$ cat src/rtl/alu_seq_unit.sv
// -----------------------------------------------------------------------------
// alu_seq_unit
//   Registered ALU with accumulator, start/busy/done handshake, status flags
//   and a multi-cycle shift-add multiply. It sits between the switch/button
//   front end and the 7-segment driver, which shows {result_hi, result}.
//
// Parameters
//   WIDTH   operand/result width in bits (>= 2)
//   MUL_EN  1: op 3'b011 is a WIDTH-cycle unsigned multiply
//           0: op 3'b011 behaves as ADD
//
// Ports
//   CLK100MHZ   in   system clock, all state on the rising edge
//   CPU_RESETN  in   asynchronous active-low reset
//   start       in   operation request, sampled only while idle
//   op          in   {M, alu_op}: 000 ADD, 001 SUB, 010 INC, 011 MUL,
//                    100 AND, 101 OR, 110 XOR, 111 NOT A
//   a, b        in   operands (b replaced by the accumulator when use_acc=1)
//   use_acc     in   select accumulator as operand B
//   acc_clr     in   clear accumulator (idle only, wins over start)
//   busy        out  multiply in progress
//   done        out  one-cycle pulse: result/flags just updated
//   result      out  result low word (also written to the accumulator)
//   result_hi   out  multiply high word, 0 for all other ops
//   flag_z/c/v  out  zero, carry/borrow, signed overflow
// -----------------------------------------------------------------------------
module alu_seq_unit #(
    parameter int WIDTH  = 4,
    parameter bit MUL_EN = 1'b1
) (
    input  logic             CLK100MHZ,
    input  logic             CPU_RESETN,
    input  logic             start,
    input  logic [2:0]       op,
    input  logic [WIDTH-1:0] a,
    input  logic [WIDTH-1:0] b,
    input  logic             use_acc,
    input  logic             acc_clr,
    output logic             busy,
    output logic             done,
    output logic [WIDTH-1:0] result,
    output logic [WIDTH-1:0] result_hi,
    output logic             flag_z,
    output logic             flag_c,
    output logic             flag_v
);

    localparam int MSB   = WIDTH - 1;
    localparam int CNT_W = $clog2(WIDTH);

    typedef enum logic [0:0] {
        ST_IDLE    = 1'b0,
        ST_MUL_RUN = 1'b1
    } state_t;

    typedef struct packed {
        logic [WIDTH-1:0] res;
        logic             c;
        logic             v;
    } alu_out_t;

    // Single-cycle datapath. Op 011 only reaches here when the multiplier is
    // disabled, in which case it is an ordinary ADD.
    function automatic alu_out_t alu_eval(input logic [2:0]       op_i,
                                          input logic [WIDTH-1:0] x,
                                          input logic [WIDTH-1:0] y);
        alu_out_t       o;
        logic [WIDTH:0] ext;
        o   = '0;
        ext = '0;
        case (op_i)
            3'b000, 3'b011: begin
                ext   = {1'b0, x} + {1'b0, y};
                o.res = ext[WIDTH-1:0];
                o.c   = ext[WIDTH];
                o.v   = (x[MSB] == y[MSB]) && (o.res[MSB] != x[MSB]);
            end
            3'b001: begin
                // The extra top bit of a (WIDTH+1)-bit difference is the borrow.
                ext   = {1'b0, x} - {1'b0, y};
                o.res = ext[WIDTH-1:0];
                o.c   = ext[WIDTH];
                o.v   = (x[MSB] != y[MSB]) && (o.res[MSB] != x[MSB]);
            end
            3'b010: begin
                ext   = {1'b0, x} + {{WIDTH{1'b0}}, 1'b1};
                o.res = ext[WIDTH-1:0];
                o.c   = ext[WIDTH];
                o.v   = ~x[MSB] & o.res[MSB];
            end
            3'b100:  o.res = x & y;
            3'b101:  o.res = x | y;
            3'b110:  o.res = x ^ y;
            3'b111:  o.res = ~x;
            default: o = '0;
        endcase
        return o;
    endfunction

    state_t           state_r, state_s;
    logic [CNT_W-1:0] cnt_r, cnt_s;
    logic [WIDTH-1:0] mcand_r, mcand_s;
    logic [WIDTH-1:0] hi_r, hi_s;
    logic [WIDTH-1:0] lo_r, lo_s;
    logic [WIDTH-1:0] acc_r, acc_s;
    logic [WIDTH-1:0] result_r, result_s;
    logic [WIDTH-1:0] result_hi_r, result_hi_s;
    logic             z_r, z_s;
    logic             c_r, c_s;
    logic             v_r, v_s;
    logic             busy_r, busy_s;
    logic             done_r, done_s;

    logic [WIDTH-1:0] opnd_b_s;
    logic             is_mul_s;
    alu_out_t         alu_s;
    logic [WIDTH:0]   step_sum_s;

    // Next-state and next-output logic for the IDLE / MUL_RUN controller.
    always_comb begin
        state_s     = state_r;
        cnt_s       = cnt_r;
        mcand_s     = mcand_r;
        hi_s        = hi_r;
        lo_s        = lo_r;
        acc_s       = acc_r;
        result_s    = result_r;
        result_hi_s = result_hi_r;
        z_s         = z_r;
        c_s         = c_r;
        v_s         = v_r;
        busy_s      = busy_r;
        done_s      = 1'b0;

        opnd_b_s = use_acc ? acc_r : b;
        is_mul_s = (MUL_EN == 1'b1) && (op == 3'b011);
        alu_s    = alu_eval(op, a, opnd_b_s);
        // Shift-add step: {hi,lo} holds partial product above the
        // not-yet-consumed multiplier bits; add, then shift right one place.
        step_sum_s = lo_r[0] ? ({1'b0, hi_r} + {1'b0, mcand_r}) : {1'b0, hi_r};

        case (state_r)
            ST_IDLE: begin
                if (acc_clr) begin
                    acc_s = '0;
                end else if (start) begin
                    if (is_mul_s) begin
                        mcand_s = a;
                        lo_s    = opnd_b_s;
                        hi_s    = '0;
                        cnt_s   = '0;
                        busy_s  = 1'b1;
                        state_s = ST_MUL_RUN;
                    end else begin
                        result_s    = alu_s.res;
                        result_hi_s = '0;
                        z_s         = (alu_s.res == {WIDTH{1'b0}});
                        c_s         = alu_s.c;
                        v_s         = alu_s.v;
                        acc_s       = alu_s.res;
                        done_s      = 1'b1;
                    end
                end else begin
                    acc_s = acc_r;
                end
            end
            ST_MUL_RUN: begin
                hi_s = step_sum_s[WIDTH:1];
                lo_s = {step_sum_s[0], lo_r[WIDTH-1:1]};
                if (cnt_r == CNT_W'(WIDTH - 1)) begin
                    result_s    = lo_s;
                    result_hi_s = hi_s;
                    z_s         = ({hi_s, lo_s} == {(2 * WIDTH){1'b0}});
                    c_s         = (hi_s != {WIDTH{1'b0}});
                    v_s         = (hi_s != {WIDTH{1'b0}});
                    acc_s       = lo_s;
                    done_s      = 1'b1;
                    busy_s      = 1'b0;
                    state_s     = ST_IDLE;
                end else begin
                    cnt_s = cnt_r + CNT_W'(1);
                end
            end
            default: begin
                state_s = ST_IDLE;
                busy_s  = 1'b0;
            end
        endcase
    end

    // State and output registers; reset aborts any multiply in flight.
    always_ff @(posedge CLK100MHZ or negedge CPU_RESETN) begin
        if (!CPU_RESETN) begin
            state_r     <= ST_IDLE;
            cnt_r       <= '0;
            mcand_r     <= '0;
            hi_r        <= '0;
            lo_r        <= '0;
            acc_r       <= '0;
            result_r    <= '0;
            result_hi_r <= '0;
            z_r         <= 1'b0;
            c_r         <= 1'b0;
            v_r         <= 1'b0;
            busy_r      <= 1'b0;
            done_r      <= 1'b0;
        end else begin
            state_r     <= state_s;
            cnt_r       <= cnt_s;
            mcand_r     <= mcand_s;
            hi_r        <= hi_s;
            lo_r        <= lo_s;
            acc_r       <= acc_s;
            result_r    <= result_s;
            result_hi_r <= result_hi_s;
            z_r         <= z_s;
            c_r         <= c_s;
            v_r         <= v_s;
            busy_r      <= busy_s;
            done_r      <= done_s;
        end
    end

    assign busy      = busy_r;
    assign done      = done_r;
    assign result    = result_r;
    assign result_hi = result_hi_r;
    assign flag_z    = z_r;
    assign flag_c    = c_r;
    assign flag_v    = v_r;

endmodule

$ cat config.mk
export PLATFORM = sky130hd
export DESIGN_NAME = alu_seq_unit
export DESIGN_NICKNAME = d
export VERILOG_FILES = /design/src/rtl/alu_seq_unit.sv
export SDC_FILE = /design/constraint.sdc
export NUM_CORES = 1
export LEC_CHECK = 0
export CAP_MARGIN = 5
export CORE_ASPECT_RATIO = 0.75
export CORE_MARGIN = 2
export CORE_UTILIZATION = 60
export DETAILED_ROUTE_END_ITERATION = 8
export DONT_BUFFER_PORTS = 1
export GPL_TIMING_DRIVEN = 0
export PLACE_DENSITY = 0.85
export SYNTH_ARGS = -nofsm -noshare
export SYNTH_HDL_FRONTEND = slang
export SYNTH_SLANG_ARGS = --single-unit
$ cat constraint.sdc
create_clock -name CLK100MHZ -period 2.93 [get_ports CLK100MHZ]
set_input_delay 0.4395 -clock CLK100MHZ [delete_from_list [all_inputs] [get_ports CLK100MHZ]]
set_output_delay 0.4395 -clock CLK100MHZ [all_outputs]
set_load 0.02 [all_outputs]
==> qor.csv <==
stage;metric;value;unit
power;pwr-share-comb;44.5;%
place;place_congestion;0.918;
critical_path;rr_endpoint;flag_z;
timing;fmax;401;MHz
synth;ys_async_sr_fraction;100;%
worst_hold_path;hold_depth;2;
clock_network;clkLatencyLatePin;0.28;ns
place;io_buffers;0;
final_layout;nFillCells;289;
timing;setup_tns;0;ns
detailed_routing;dr.pass1.iters;4;
synth;synth_ff_type;dfrtp_1;
final_layout;area_delta_synth_final;8.23;%
critical_path;r2r-start;acc_r[0];
timing;hold_violations;0;
detailed_routing;viasPerCell;5.93;
clock_network;cts_tree;done;
synth;synth_nets;299;
power;switchingPower;950;µW
worst_hold_path;hold_path_end;mcand_r[3];
clock_network;clk_pin_slew;0.06;ns
global_routing;grt_pass1_vias;1877;
detailed_routing;ant_nets;0;
critical_path;path_class;flip-flop to flip-flop;
critical_path;cp.arrival;2.70;ns
final_layout;mostFrequentLayoutCells;34 x nand2_1, 32 x dfrtp_1, 22 x ha_1;
critical_path;end_kind;flip-flop;
timing;rsz0062_at_grt;false;
die;core-area;3680;µm²
die;start_util;63.1;%
place;dpl.hpwl;4050;µm
clock_network;cts_buffers;5;
die;rows;19;
power;internal_power;1260;µW
final_layout;final_layout_size_suffix_gt1_share;12.0;%
power;seq_power_share;39.1;%
die;ios;29;
timing;holdWs;0.411;ns
detailed_routing;wl_per_cell;16.6;µm
power;p_clk_share;16.4;%
global_routing;antenna_found_initial;0;
timing;setup_violations;0;
timing;relSlewSlack;66.0;%
timing;worst_pin_slew;0.510;ns
detailed_routing;vias;1893;
synth;synth.avg_cell_area;9.01;µm²
timing;slew_violations;0;
global_routing;overflow;0;
synth;seq_area_frac_synth;34.4;%
global_routing;track_usage;27.3;%
worst_hold_path;hold_class;input pin to flip-flop;
detailed_routing;drc_errors;0;
clock_network;cts_root_buffer;clkbuf_8;
global_routing;grt_first_pass_wirelength;8860;µm
final_layout;layout.nets;308;
power;power.leakage;0.00126;µW
die;fp.dieH;57.9;µm
timing;min_period;2.49;ns
critical_path;rr_worst_depth;9;
synth;syn-cell-area;2320;µm²
final_layout;num_antenna_cells;0;
critical_path;path_max_fanout;4;
synth;ys_seq_elements;32;
power;power.density;877;nW/µm²
timing;post-route-period-util;85.0;%
synth;synthCells;258;
detailed_routing;drtIter0Drc;134;
worst_hold_path;worstHoldStart;a[3];
clock_network;cts_setup_buffers;0;
timing;final.setup.worst_slack;0.439;ns
flow_run;maxCapViolations;0;
global_routing;grt_start_max_net_pins;33;
power;switching_share;43.1;%
clock_network;htreeDepth;2;
synth;yosysWarnings;0;
critical_path;start_kind;flip-flop;
power;vdd_drop_max;682;µV
outcome;status;completed;
die;dieArea;4390;µm²
synth;synth_enable_flop_cells;0;
die;die_w;75.9;µm
detailed_routing;drt-total-wl;5280;µm
synth;synth.distinct_cells;47;
critical_path;worstPathRequired;3.14;ns
clock_network;clk_path_buf_depth;2;
final_layout;final_common_cell;nand2_1;
critical_path;rrSetupSlack;0.44;ns
timing;finClkSkew;0.00309;ns
clock_network;clkSinkCount;32;
place;dpl_worst_slack;0.334;ns
how the worst max path moves through the flow:
stage	startpoint	to	slack [ns]
floorplan	use_acc	result[3]	0.50
global placement	use_acc	acc_r[3]	0.36
detailed placement	use_acc	acc_r[3]	0.33
CTS	acc_r[0]	flag_z	0.45
global route	acc_r[0]	flag_z	0.36
finish	acc_r[0]	flag_z	0.44
flip-flops by register name, summed over array words and instances, names as in the netlist, 2 cells and up:
signal	cells
acc_r	4
cnt_r	2
hi_r	4
lo_r	4
mcand_r	4
result	4
result_hi	4
cell type report:
| class | instances | area (µm²) | area share (%) |
|---|---|---|---|
| Clock buffer | 7 | 96.3 | 3.83 |
| Multi-Input combinational cell | 193 | 1390 | 55.1 |
| Tap cell | 52 | 65.1 | 2.59 |
| Inverter | 21 | 78.8 | 3.13 |
| Sequential cell | 32 | 801 | 31.8 |
| Timing Repair Buffer | 2 | 30.0 | 1.19 |
| Buffer | 12 | 57.6 | 2.29 |
power by group through the flow:
stage          registers [µW]  clock network [µW]  logic [µW]
3_5_place_dp              868                   0         945
4_1_cts                   863                 365         974
5_1_grt                   887                 380        1100
6_report                  864                 361         983
3_3_place_gp              856                   0         911
2_1_floorplan             819                   0         769
worst max-delay path, cell delays in order (launching register included):
cell	delay [ns]
dfrtp_1	0.40
mux2_2	0.33
ha_1	0.23
inv_1	0.07
fa_1	0.40
nand2b_1	0.15
a32oi_1	0.24
nor2_1	0.07
or3_1	0.36
o211ai_2	0.16
logic make-up after synthesis:
| logic type | synth area share, % |
|---|---|
| adders and majority gates | 14.4 |
| and+or+nand+nor | 17.0 |
| AOI/OAI and AO/OA | 17.1 |
| DFF | 34.4 |
| xor gates and xnor gates | 4.36 |
| muxes | 6.89 |
| buffers and inverters | 5.87 |
per-layer routing:
metal,up-vias,GRT usage (%),routed length (µm)
met1,902,39.4,2390
li1,906,-,-
met3,9,6.78,380
met2,76,40.5,2440
met5,-,0,0
met4,0,9.02,74
synth_stat cells (all sizes together), types with 3 or more instances:
master	count	share of area (%)
a21o	8	2.6
a21oi	13	2.8
buf	8	1.8
clkbuf	4	0.65
dfrtp	32	34
fa	3	2.6
ha	22	12
inv	21	3.4
mux2	6	2.9
mux2i	7	3.0
nand2	34	5.5
nand2b	5	1.3
nor2	17	3.1
nor2b	4	1.1
nor3	7	1.5
nor4	3	0.81
o211ai	4	1.5
o21ai	21	4.5
xnor2	4	1.5
xor2	5	1.9
stage by stage:
step / total power, µW / utilization, % / cells / area (µm²)
floorplan: 1590 / - / 258 / 2320
global placement: 1770 / 64.9 / 310 / 2390
detailed placement: 1810 / 64.9 / 310 / 2390
CTS: 2200 / 68.3 / 319 / 2520
global route: 2370 / 68.3 / 319 / 2520
finish: 2210 / 68.3 / 319 / 2520
timing repair:
item / 4_1_cts / 5_1_grt
gates resized for setup: 0 / 0
hold buffers: 2 / 0
hold endpoints to repair: 32 / 0
No activity file was read; power rests on OpenSTA's default activity.
